<file path="config.mk">
export PLATFORM = sky130hd
export DESIGN_NAME = bus_master_arb
export DESIGN_NICKNAME = d
export VERILOG_FILES = /design/src/rtl/bus_master_arb_pkg.sv /design/src/rtl/bus_master_arb_rr_arbiter.sv /design/src/rtl/bus_master_arb.sv
export SDC_FILE = /design/constraint.sdc
export NUM_CORES = 1
export LEC_CHECK = 0
export ABC_AREA = 1
export BUFFER_PORTS_ARGS = -buffer_cell sky130_fd_sc_hd__buf_2
export CORE_ASPECT_RATIO = 0.8
export CORE_MARGIN = 2
export CORE_UTILIZATION = 25
export DETAILED_ROUTE_END_ITERATION = 8
export PLACE_DENSITY_LB_ADDON = 0.3
export SYNTH_ARGS = -nofsm -noshare
export SYNTH_HDL_FRONTEND = slang
export SYNTH_SLANG_ARGS = --single-unit
</file>
<file path="constraint.sdc">
create_clock -name bus_clk -period 1.31 [get_ports bus_clk]
set_input_delay 0.1965 -clock bus_clk [delete_from_list [all_inputs] [get_ports bus_clk]]
set_output_delay 0.1965 -clock bus_clk [all_outputs]
set_load 0.005 [all_outputs]
</file>
<file path="src/rtl/bus_master_arb_pkg.sv">
// bus_master_arb_pkg: FSM encoding, default error data and width helpers shared by the bus master arbiter
package bus_master_arb_pkg;
   typedef enum logic [1:0] {IDLE, ISSUE, WAIT, DONE} state_t;
   localparam logic [31:0] DEF_ERR_DATA = 32'hDEAD_BEEF;
   localparam int CNT_W = 8;
   function automatic int idx_w(input int n);
      return (n > 1) ? $clog2(n) : 1;
   endfunction
endpackage

</file>
<file path="src/rtl/bus_master_arb_rr_arbiter.sv">
// rr_arbiter: combinational round-robin pick, first requester at or after the pointer wins
module rr_arbiter #(
   parameter int NREQ = 2,
   parameter int IW   = 1
) (
   input  logic [NREQ-1:0] i_req,
   input  logic [IW-1:0]   i_ptr,
   output logic [NREQ-1:0] o_gnt,
   output logic [IW-1:0]   o_idx
);
   // scan from the farthest slot back to the pointer so the nearest requester is written last
   always_comb begin
      o_idx = '0;
      for (int k = NREQ - 1; k >= 0; k--)
         if (i_req[(int'(i_ptr) + k) % NREQ]) o_idx = IW'((int'(i_ptr) + k) % NREQ);
      o_gnt = (|i_req) ? (NREQ'(1) << o_idx) : '0;
   end
endmodule

</file>
<file path="src/rtl/bus_master_arb.sv">
// bus_master_arb: round-robin sharing of the register-bus master port; BUS_MASTER_ARB_TIMEOUT_EN adds a no-ack timeout
module bus_master_arb
   import bus_master_arb_pkg::*;
#(
   parameter int             NREQ     = 2,
   parameter int             AW       = 16,
   parameter int             DW       = 32,
   parameter int             TIMEOUT  = 16,
   parameter logic [DW-1:0]  ERR_DATA = DW'(DEF_ERR_DATA)
) (
   input  logic             bus_clk,
   input  logic             bus_reset_l,
   input  logic [NREQ-1:0]  req,
   input  logic [NREQ-1:0]  rd_wr_l,
   input  logic [NREQ*AW-1:0] addr,
   input  logic [NREQ*DW-1:0] wr_data,
   output logic [NREQ-1:0]  done,
   output logic [DW-1:0]    rd_data,
   output logic             err,
   output logic             bus_req,
   output logic             bus_rd_wr_l,
   output logic [AW-1:0]    bus_addr,
   output logic [DW-1:0]    bus_wr_data,
   input  logic             bus_ack,
   input  logic [DW-1:0]    bus_rd_data
);
   localparam int IW = idx_w(NREQ);
   state_t r_state, w_state;
   logic [NREQ-1:0] r_done, w_done, r_goh, w_goh, w_arb_gnt;
   logic [IW-1:0] r_gidx, w_gidx, r_ptr, w_ptr, w_arb_idx;
   logic [DW-1:0] r_rd_data, w_rd_data, r_wr_data, w_wr_data;
   logic [AW-1:0] r_addr, w_addr;
   logic r_bus_req, w_bus_req, r_rd_wr_l, w_rd_wr_l;
`ifdef BUS_MASTER_ARB_TIMEOUT_EN
   logic [CNT_W-1:0] r_cnt, w_cnt;
   logic r_err, w_err;
   assign err = r_err;
`else
   assign err = 1'b0;
`endif
   rr_arbiter #(.NREQ(NREQ), .IW(IW)) u_arb (
      .i_req (req),
      .i_ptr (r_ptr),
      .o_gnt (w_arb_gnt),
      .o_idx (w_arb_idx)
   );
   assign done        = r_done;
   assign rd_data     = r_rd_data;
   assign bus_req     = r_bus_req;
   assign bus_rd_wr_l = r_rd_wr_l;
   assign bus_addr    = r_addr;
   assign bus_wr_data = r_wr_data;
   // next state and next register values; every output is registered from these
   always_comb begin
      w_state   = r_state;
      w_done    = '0;
      w_bus_req = 1'b0;
      w_rd_data = r_rd_data;
      w_rd_wr_l = r_rd_wr_l;
      w_addr    = r_addr;
      w_wr_data = r_wr_data;
      w_gidx    = r_gidx;
      w_goh     = r_goh;
      w_ptr     = r_ptr;
`ifdef BUS_MASTER_ARB_TIMEOUT_EN
      w_err     = r_err;
      w_cnt     = r_cnt;
`endif
      case (r_state)
         IDLE: if (|req) begin
            w_state   = ISSUE;
            w_bus_req = 1'b1;
            w_rd_wr_l = rd_wr_l[w_arb_idx];
            w_addr    = addr[w_arb_idx*AW +: AW];
            w_wr_data = wr_data[w_arb_idx*DW +: DW];
            w_gidx    = w_arb_idx;
            w_goh     = w_arb_gnt;
         end
         ISSUE: begin
            w_state = WAIT;
`ifdef BUS_MASTER_ARB_TIMEOUT_EN
            w_cnt   = '0;
`endif
         end
         WAIT: if (bus_ack) begin
            w_state   = DONE;
            w_done    = r_goh;
            w_rd_data = bus_rd_data;
`ifdef BUS_MASTER_ARB_TIMEOUT_EN
            w_err     = 1'b0;
`endif
         end
`ifdef BUS_MASTER_ARB_TIMEOUT_EN
         else if (r_cnt == CNT_W'(TIMEOUT - 1)) begin
            w_state   = DONE;
            w_done    = r_goh;
            w_rd_data = ERR_DATA;
            w_err     = 1'b1;
         end
         else w_cnt = r_cnt + 1'b1;
`endif
         default: begin
            w_state = IDLE;
            w_ptr   = (int'(r_gidx) == NREQ - 1) ? '0 : r_gidx + 1'b1;
         end
      endcase
   end
   // state and output registers; reset drops any transaction in flight
   always_ff @(posedge bus_clk or negedge bus_reset_l) begin
      if (!bus_reset_l) begin
         r_state   <= IDLE;
         r_done    <= '0;
         r_bus_req <= 1'b0;
         r_rd_data <= '0;
         r_rd_wr_l <= 1'b1;
         r_addr    <= '0;
         r_wr_data <= '0;
         r_gidx    <= '0;
         r_goh     <= '0;
         r_ptr     <= '0;
`ifdef BUS_MASTER_ARB_TIMEOUT_EN
         r_err     <= 1'b0;
         r_cnt     <= '0;
`endif
      end else begin
         r_state   <= w_state;
         r_done    <= w_done;
         r_bus_req <= w_bus_req;
         r_rd_data <= w_rd_data;
         r_rd_wr_l <= w_rd_wr_l;
         r_addr    <= w_addr;
         r_wr_data <= w_wr_data;
         r_gidx    <= w_gidx;
         r_goh     <= w_goh;
         r_ptr     <= w_ptr;
`ifdef BUS_MASTER_ARB_TIMEOUT_EN
         r_err     <= w_err;
         r_cnt     <= w_cnt;
`endif
      end
   end
endmodule

</file>
# Word level (Yosys, flattened, before mapping)
# Index checks and enable logic that the tools add are counted.
# word_totals
reg_bits	90
inputBits	135
output_inout_bits	85
word_cells	46
# op_classes
add_sub_neg	2
magnitude_cmp	3
eq_ne	4
shift	3
muxes	17
bitwise	1
n_reduce_logical	6
# ops
op	count
$shiftx A64 B7 Y32	1
$shiftx A32 B6 Y16	1
$mux W1	12
$mux W2	4
$pmux W2 S3	1
$reduce_and A2 Y1	3
$lt A1 B2 Y1 const B	2
$ne A2 B2 Y1 const B	2
$lt A2 B3 Y1 const B	1
$reduce_or A3 Y1	1
$add A1 B1 Y1 const B	2
$eq A2 B1 Y1 const B	1
$eq A2 B2 Y1 const B	1
$logic_not A2 Y1	1
$reduce_or A2 Y1	1
$shl A1 B1 Y2 const A	1
$and A1 B1 Y1 const A	1

# Depth between registers and ports, before layout
# Gate-level depths: netlist of the first run.
# logic_depth
depth_word	9
ltp_mapped	8
ltp_nobuf	7

# Hierarchy
# From an unflattened synthesis of the first run, not the netlist that was laid out.
# unflattened
cells_unflattened	553
hier_area_um2	4180.3
# modules_own_cells
module	instances	cells_per_inst	area_each_um2	seq_area_each_um2
bus_master_arb	1	548	4151.5	2253.4
rr_arbiter	1	5	28.8	0.0

# Worst setup path before layout of the first run
# Ideal clock, no wire load.
# synth_path
kind	register to register
from	register r_state[0]
to	register r_addr[10], in the netlist bus_addr[10]
setup_time_ns	0.069
arrival_time_ns	1.239
required_ns	1.241
path_slack_ns	0.001
path_stages_with_launch	9
n_path_buf	2
period_less_slack_ns	1.309
path_cell_list	dfrtp_1 inv_1 ha_1 buf_2 inv_2 nor2_4 buf_2 nand3_1 nand3_1
# synth_between
elab_chain_cells	2
# synth_rtl
element	line_no	source
from (decl)	bus_master_arb.sv:28	state_t r_state, w_state;
from (signal assigned)	bus_master_arb.sv:126	r_state <= w_state;
$logic_not A2 Y1	bus_master_arb.sv:69	case (r_state)
$reduce_and A2 Y1 (no source line)	--	
to (signal assigned)	bus_master_arb.sv:131	r_addr <= w_addr;
to (decl)	bus_master_arb.sv:32	logic [AW-1:0] r_addr, w_addr;
# Every way passes these cells.
# A chain may end at the register's enable or synchronous reset.

# Final worst setup path of the first run
# layout_path
from	register r_state[1]
to	register r_wr_data[0], in the netlist bus_wr_data[0]
# layout_between
elab_chain_cells	2
# layout_rtl
element	line_no	source
$logic_not A2 Y1	bus_master_arb.sv:69	
$reduce_and A2 Y1 (no source line)	--	
to (signal assigned)	bus_master_arb.sv:132	r_wr_data <= w_wr_data;
to (decl)	bus_master_arb.sv:31	logic [DW-1:0] r_rd_data, w_rd_data, r_wr_data, w_wr_data;
# Every way passes these cells.

==> results.cfg, run 1 <==
[final_layout]
most-common-layout-cells = buf_2, nand3_1, nand2_1, dfrtp_1, nand4_1
layout-drive-gt1-share_pct = 42.4
multi_input_area_sq_um = 1610
nNetsFinal = 822
fillers = 1667
antenna_cells = 0
finish.utilization_pct = 38.8
post_layout_nonfiller_instances = 904
regArea_sq_um = 2230
layout_commonest_cell = buf_2
area_delta_synth_final_pct = 52.4

[yosys]
syn_area_sq_um = 4000
syn_inst = 460
yosysWarnings = 0
syn_area_per_cell_sq_um = 8.69
synth-seq-area-share_pct = 55.7
ys_types = 20
ys_ff_latch = 89
synth_fp_nets = 598

[cts]
clk_pin_slew_ps = 70
cts_tree = built
numCtsBuffers = 9
htree_levels = 3
clkLatencyLatePin_ps = 340
cts_sinks = 89
root_buffer = clkbuf_16
clockBufferDepth = 2

[critical_path]
cp.arrival_ps = 1580
cp_data_required_time_ps = 1540
worstPathMaxFanout = 10
reg2reg_depth = 7
max_stage_delay_ps = 380
r2r_end = bus_wr_data[0]$_DFFE_PN0P_
start_kind = flop
path_buf_inv = 4
setup.worst_path.end_class = flop
cp_cell_sequence = inv_2, ha_4, buf_4, buf_6, clkbuf_16, nand4_1, nand3_1
rrSetupSlack_ps = -40
path_class = reg2reg
r2r_start = r_state[1]$_DFFE_PN0P_
critPathTopFamily = buffers and inverters
slowest_stage = dfrtp_1

[power_and_ir_drop]
p_sw_w = 0.00519
design_power_total_w = 0.0138
p_leak_nw = 3.23
powerDensity_nw_per_um2 = 2260
internal_power_w = 0.00860
combPwrFrac_pct = 47.7
clockPowerShare_pct = 18.0
switching_share_pct = 37.6
ir_drop_v = 0.000766
seqPwrFrac_pct = 34.3

[detailed_routing]
wl_per_cell_um = 15.5
route.vias.total = 4183
postRouteAntennaNets = 0
drtIter0Drc = 238
via_per_inst = 4.63
drc = 0
wl_mm = 14.0
dr.pass1.iters = 4

[sta]
finalHoldViolCount = 0
rsz0062_at_grt = true
slew_viol_final = 0
fin_worst_skew_ps = 7.50
setup_ws_ps = -38.0
fmaxAchievable_mhz = 742
fin_hold_ws_ps = 80.6
fin_crit_sh_pct = 103
setup_violations = 36
period_minus_slack_ps = 1350

[min_path]
whs_endpoint = rd_data[15]$_DFFE_PN0P_
min_path_type = in2reg
hold_start = bus_rd_data[15]
min_delay_path_depth = 3

[place]
dp.final_hpwl_mm = 9.63
place_ws_ps = -65.5
dp.cells = 878
place_congestion = 0.747
port_buffers = 218

[floorplanning]
die_area_sq_um = 17000
die_h_um = 117
num_rows = 41
core-area_sq_um = 15700
die_x_um = 145
start_util_pct = 25.5
pin_count = 220

[global_routing]
grt_pass1_vias = 3958
grt_overflow = 0
grt_util_met1_pct = 21.8
grtUsageTotal_pct = 15.9
use_met3_pct = 4.34
top_usage_layer = met2
use_met2_pct = 25.2
grt_pass1_wl_mm = 21.3
grt_max_degree = 50
grt_antenna_before_repair = 0

[run]
maxCapViolations = 0

[outcome]
violations = negative setup slack
status = finished with violations
## worst register-to-register path: stages (launching register included)
cell       delay [ps]
dfrtp_1           380
inv_2              60
ha_4              170
buf_4             140
buf_6             140
clkbuf_16         170
nand4_1           100
nand3_1            80
## power by group through the flow
| stage | clock network, W | registers, W | logic (W) |
|---|---|---|---|
| 3_5_place_dp | 0 | 0.00474 | 0.00605 |
| 2_1_floorplan | 0 | 0.00487 | 0.00275 |
| 6_report | 0.00248 | 0.00473 | 0.00659 |
| 5_1_grt | 0.00270 | 0.00489 | 0.00733 |
| 4_1_cts | 0.00259 | 0.00473 | 0.00632 |
| 3_3_place_gp | 0 | 0.00474 | 0.00603 |
## flip-flops by register name, summed over array words and instances (netlist names)
| register | count |
|---|---|
| r_ptr | 1 |
| bus_wr_data | 32 |
| bus_addr | 16 |
| done | 2 |
| bus_req | 1 |
| r_goh | 2 |
| r_state | 2 |
| bus_rd_wr_l | 1 |
| rd_data | 32 |
## layout make-up
cell class	instances	area share, %
repair buffers	257	27.5
flip-flops and latches	89	36.6
well taps	215	4.41
clock inverters	6	0.698
clock buffers	10	3.92
inverters	7	0.431
multi-input cells	320	26.4
## routing by layer
metal  wire length [um]  part of all wire [%]  vias to the layer above
met3                785                   5.6                       11
li1                   -                     -                     2026
met2               6530                    46                      126
met4                153                   1.1                        0
met1               6570                    47                     2020
met5                  0                     0                        -
## synthesized netlist by cell type
master | count | share of area (%)
nand3_1 | 132 | 17
nand2_1 | 126 | 12
dfrtp_1 | 88 | 55
nand4_1 | 49 | 7.7
buf_2 | 25 | 3.1
clkbuf_1 | 14 | 1.3
inv_1 | 6 | 0.56
buf_4 | 3 | 0.56
ha_1 | 3 | 0.94
buf_1 | 2 | 0.19
nor2_1 | 2 | 0.19
o21ai_0 | 2 | 0.25
conb_1 | 1 | 0.094
dfstp_2 | 1 | 0.66
inv_2 | 1 | 0.094
nor2_2 | 1 | 0.16
nor2_4 | 1 | 0.28
o21ai_1 | 1 | 0.13
o21ai_2 | 1 | 0.22
or2_2 | 1 | 0.16
## kinds of logic (layout without fill, tap and decap cells)
group | count (synthesis) | count (layout) | synth area share, %
adders and majority gates | 3 | 3 | 0.939
and+or+nand+nor | 312 | 312 | 36.8
DFF | 89 | 89 | 55.7
AOI/OAI and AO/OA | 4 | 4 | 0.594
buffers and inverters | 51 | 280 | 5.85
other | 1 | 1 | 0.0938
## how the worst max path moves through the flow
stage | start | to | slack, ps | depth (start not counted)
after floorplan | r_state[0]$_DFFE_PN0P_ | bus_addr[10]$_DFFE_PN0P_ | 1 | 8
after global placement | r_state[1]$_DFFE_PN0P_ | bus_addr[4]$_DFFE_PN0P_ | -20 | 7
after detailed placement | r_state[1]$_DFFE_PN0P_ | bus_addr[4]$_DFFE_PN0P_ | -70 | 7
after CTS | r_state[1]$_DFFE_PN0P_ | bus_wr_data[9]$_DFFE_PN0P_ | -30 | 7
after global routing | r_state[0]$_DFFE_PN0P_ | bus_wr_data[10]$_DFFE_PN0P_ | -110 | 8
final | r_state[1]$_DFFE_PN0P_ | bus_wr_data[0]$_DFFE_PN0P_ | -40 | 7
## metrics by stage
stage                     cell area (sq um)  setup TNS [ps]
after floorplan                        4000               0
after global placement                 5600            -292
after detailed placement               5600           -2070
after CTS                              5970            -905
after global routing                   6090           -4080
final                                  6090            -513
## repair_timing
item	CTS	global route
hold endpoints to repair	19	0
resized for setup	6	19
pin swaps	1	7
setup buffers	4	4
endpoints found under the setup margin	66	84
hold buffers	1	0
gates cloned	1	2
Power figures use the tool's default switching activity.
==> inputs of run 2 (changes only) <==
==> constraint.sdc (replaced) <==
create_clock -name bus_clk -period 1.31 [get_ports bus_clk]
set_input_delay 0.0655 -clock bus_clk [delete_from_list [all_inputs] [get_ports bus_clk]]
set_output_delay 0.0655 -clock bus_clk [all_outputs]
set_load 0.005 [all_outputs]
==> run 2 against run 1 <==
Compared with the run above:
- the run still ends with negative setup slack left
- critical path depth is 1 higher
- clock skew is 2.5 ps lower
- register-to-register slack hardly changed
- core utilization is 8.8 points higher
- hold slack worse by 70 ps
- global-route usage is 2.8 points higher
- wire length is 15% higher
- first-iteration DRC count is 50% higher
- critical path type unchanged
- critical endpoint is now bus_addr[6]$_DFFE_PN0P_
==> results.cfg, run 2 (synthesized netlist as in run 1, its figures left out) <==
[outcome]
status = finished with violations
violations = negative setup slack

[critical_path]
rrSetupSlack_ps = -50
path_class = reg2reg
cp.arrival_ps = 1630
setup.worst_path.end_class = flop
start_kind = flop
cp_data_required_time_ps = 1580
worstPathMaxFanout = 14

[final_layout]
finish.utilization_pct = 47.6
antenna_cells = 0
nNetsFinal = 942
layout-drive-gt1-share_pct = 38.8
post_layout_nonfiller_instances = 1024
most-common-layout-cells = buf_2, dlygate4sd3_1, nand3_1, nand2_1, dfrtp_1
layout_commonest_cell = buf_2
finish.instance_area_sq_um = 7480
fillers = 1468
area_delta_synth_final_pct = 87.0

[cts]
clockBufferDepth = 2
root_buffer = clkbuf_16
htree_levels = 3
clkLatencyLatePin_ps = 340
cts_sinks = 89
numCtsBuffers = 9
clk_pin_slew_ps = 60
cts_tree = built

[power_and_ir_drop]
ir_drop_v = 0.000957
p_leak_nw = 3.80
clockPowerShare_pct = 20.2
powerDensity_nw_per_um2 = 2000
combPwrFrac_pct = 47.7
p_sw_w = 0.00549
seqPwrFrac_pct = 32.1
internal_power_w = 0.00944
switching_share_pct = 36.8

[sta]
period_minus_slack_ps = 1360
rsz0062_at_grt = true
setup_violations = 44
fin_hold_ws_ps = 10.8
finalHoldViolCount = 0
fin_crit_sh_pct = 104
slew_viol_final = 0
fmaxAchievable_mhz = 737
fin_worst_skew_ps = 5.02
setup_ws_ps = -46.1

[place]
dp.final_hpwl_mm = 9.41
place_ws_ps = -79.9
dp.cells = 875
place_area_sq_um = 5510
place_congestion = 0.754
port_buffers = 218

[global_routing]
grt_util_met1_pct = 24.4
use_met2_pct = 31.3
use_met3_pct = 4.42
grt_max_degree = 50
grt_antenna_before_repair = 0
grt_pass1_wl_mm = 25.3
top_usage_layer = met2
grt_overflow = 0
grtUsageTotal_pct = 18.7
grt_pass1_vias = 4851

[detailed_routing]
wl_per_cell_um = 15.8
via_per_inst = 4.68
route.vias.total = 4791
wl_mm = 16.2
drtIter0Drc = 358
postRouteAntennaNets = 0
dr.pass1.iters = 5
drc = 0

[floorplanning]
die_area_sq_um = 17000
core-area_sq_um = 15700
start_util_pct = 25.5
pin_count = 220
die_h_um = 117
die_x_um = 145
num_rows = 41

[min_path]
min_path_type = in2reg

[run]
maxCapViolations = 0
-- run 2: cell types whose count changed in the layout (fill, tap and decap cells not counted), sizes merged --
cell,before,now
clkinv,3,1
inv,8,7
bufinv,0,3
dlygate4sd3,1,124
buf,254,252
clkinvlp,2,1
-- run 2: critical path: stages (launching register included) --
cell	delay, ps
dfrtp_1	380
inv_2	100
ha_4	160
inv_2	50
nor2_4	130
buf_4	150
buf_16	140
nand3_1	90
nand3_1	80
-- run 2: through the flow --
step	setup TNS [ps]	power, W
floorplan	0	0.00761
global placement	-258	0.0105
detailed placement	-1160	0.0106
CTS	-409	0.0146
global route	-4150	0.0161
finish	-631	0.0149
-- run 2: worst paths after layout --
path / from / endpoint / cells past startpoint
worst max-delay path: r_state[0]$_DFFE_PN0P_ / bus_addr[6]$_DFFE_PN0P_ / 8
worst min-delay path: addr[17] / bus_addr[1]$_DFFE_PN0P_ / 3
worst max register to register: r_state[0]$_DFFE_PN0P_ / bus_addr[6]$_DFFE_PN0P_ / 8
worst min register to register: rd_data[19]$_DFFE_PN0P_ / rd_data[19]$_DFFE_PN0P_ / 2
max in group asynchronous: bus_reset_l / bus_rd_wr_l$_DFFE_PN1P_ / 3
min in group asynchronous: bus_reset_l / rd_data[19]$_DFFE_PN0P_ / 2
-- run 2: power groups by stage --
stage          sequential (W)  combinational [W]  clock (W)
2_1_floorplan         0.00487            0.00275          0
3_3_place_gp          0.00474            0.00578          0
3_5_place_dp          0.00473            0.00584          0
4_1_cts               0.00472            0.00675    0.00313
5_1_grt               0.00495            0.00788    0.00324
6_report              0.00479            0.00713    0.00302
-- run 2: layout make-up --
class,instances,area [sq um],share of cell area [%]
multi-input cells,320,1740,23.3
repair buffers,377,2870,38.4
well taps,215,269,3.60
clock inverters,5,103,1.37
inverters,7,26.3,0.351
flip-flops and latches,89,2230,29.8
clock buffers,11,243,3.25
-- run 2: timing repair --
action,in CTS,in global routing
hold endpoints to repair,169,0
endpoints found under the setup margin,84,64
gates cloned,4,0
pin swaps,6,8
hold buffers,124,0
buffers inserted,4,2
resized for setup,15,47
-- run 2: per-layer routing --
metal  up-vias  share of wire [%]
li1       2277                  -
met1      2273                 43
met2       212                 50
met3        29                5.3
met4         0                1.7
met5         -                  0
==> inputs of run 3 (changes only) <==
CORE_MARGIN = 5   (was 2)
==> run 3 against run 2 <==
Compared with the run above:
- the flow still finishes with violations (negative setup slack)
- core utilization down 0.74 points
- maximum frequency down 0.68%
- power down 2.0%
- design area down 1.2%
- flip-flop and latch count unchanged
- clock-buffer cell count up 1
- largest cell class unchanged
- largest power group unchanged
- highest routed layer unchanged
==> results.cfg, run 3 (synthesized netlist as in run 1, its figures left out) <==
[final_layout]
fillers = 1491
most-common-layout-cells = buf_2, nand2_1, dlygate4sd3_1, nand3_1, dfrtp_1
area_delta_synth_final_pct = 84.6
nNetsFinal = 937
layout_commonest_cell = buf_2
layout-drive-gt1-share_pct = 38.2
post_layout_nonfiller_instances = 1020

[critical_path]
rrSetupSlack_ps = -60
path_class = reg2reg
worstPathMaxFanout = 7
setup.worst_path.end_class = flop
cp.arrival_ps = 1640
start_kind = flop
cp_data_required_time_ps = 1590

[power_and_ir_drop]
powerDensity_nw_per_um2 = 1980
ir_drop_v = 0.000756
p_leak_nw = 3.77

[cts]
root_buffer = clkbuf_16
clkLatencyLatePin_ps = 340
numCtsBuffers = 9
cts_tree = built
clk_pin_slew_ps = 70
cts_sinks = 89
htree_levels = 3
clockBufferDepth = 2

[floorplanning]
die_x_um = 151
num_rows = 41
die_h_um = 123
start_util_pct = 25.4
die_area_sq_um = 18600
pin_count = 220
core-area_sq_um = 15700

[global_routing]
grt_pass1_wl_mm = 24.5
grtUsageTotal_pct = 16.6
use_met2_pct = 28.1
grt_max_degree = 50
top_usage_layer = met2
use_met3_pct = 3.26
grt_overflow = 0
grt_pass1_vias = 4845
grt_antenna_before_repair = 1
grt_util_met1_pct = 20.9

[run]
maxCapViolations = 0

[outcome]
status = finished with violations
violations = negative setup slack

[sta]
setup_ws_ps = -55.4
fin_worst_skew_ps = 9.43
period_minus_slack_ps = 1370
fin_crit_sh_pct = 104
finalHoldViolCount = 0
setup_violations = 50
slew_viol_final = 0
fmaxAchievable_mhz = 732
rsz0062_at_grt = true

[detailed_routing]
via_per_inst = 4.69
dr.pass1.iters = 5
drtIter0Drc = 349
wl_per_cell_um = 16.4
postRouteAntennaNets = 0
drc = 0
route.vias.total = 4784
wl_mm = 16.7

[min_path]
min_path_type = in2reg

[place]
place_ws_ps = -59.8
dp.cells = 877
port_buffers = 218
dp.final_hpwl_mm = 10.2
place_congestion = 0.771
[run 3: area by class of cell]
cell class                      count  area [sq um]  area share (%)
Timing Repair Buffer              372          2840            38.5
Sequential cell                    89          2230            30.2
Multi-Input combinational cell    320          1700            23.0
Tap cell                          215           269            3.64
Clock buffer                       12           246            3.34
Clock inverter                      3          65.1           0.881
Inverter                            7          26.3           0.356
Antenna cell                        2          5.00          0.0678
[run 3: critical path: stages (launching register included)]
cell	delay [ps]
dfrtp_1	390
inv_2	90
ha_4	150
inv_2	50
nor2_4	140
buf_12	170
clkbuf_16	170
nand3_2	60
nand3_2	80
[run 3: what timing repair did]
item,CTS,global route
buffers inserted,2,2
pin swaps,1,12
hold buffers,116,0
resized for setup,5,36
cloned,1,6
endpoints found under the hold margin,168,0
endpoints found under the setup margin,51,54
[run 3: final timing paths]
| check | end | startpoint | cells past startpoint |
|---|---|---|---|
| setup / recovery | bus_wr_data[11]$_DFFE_PN0P_ | r_state[0]$_DFFE_PN0P_ | 8 |
| hold / removal | bus_addr[7]$_DFFE_PN0P_ | addr[23] | 3 |
| setup reg to reg | bus_wr_data[11]$_DFFE_PN0P_ | r_state[0]$_DFFE_PN0P_ | 8 |
| hold reg to reg | rd_data[10]$_DFFE_PN0P_ | rd_data[10]$_DFFE_PN0P_ | 2 |
| max in group asynchronous | bus_rd_wr_l$_DFFE_PN1P_ | bus_reset_l | 3 |
| min in group asynchronous | bus_addr[10]$_DFFE_PN0P_ | bus_reset_l | 2 |
[run 3: power breakdown]
part	internal, W	total [W]	switching, W
Sequential	0.00408	0.00475	0.000663
Clock	0.00171	0.00277	0.00106
Combinational	0.00348	0.00713	0.00365
[run 3: per-layer routing]
layer	up-vias	part of all wire, %
met5	-	0
met4	0	3.1
met3	39	6.4
met2	210	49
met1	2271	42
li1	2264	-
[run 3: stage by stage]
stage,hold WS (ps),total power [W],cell area (sq um),util [%],TNS (ps)
final,17.1,0.0146,7380,46.9,-1270
after global routing,22.4,0.0157,7380,46.9,-4010
after CTS,1.48,0.0140,7070,44.9,-433
after detailed placement,-96.6,0.0106,5520,35.0,-1900
after global placement,-96.4,0.0106,5520,35.0,-463
after floorplan,-230,0.00761,4000,-,0
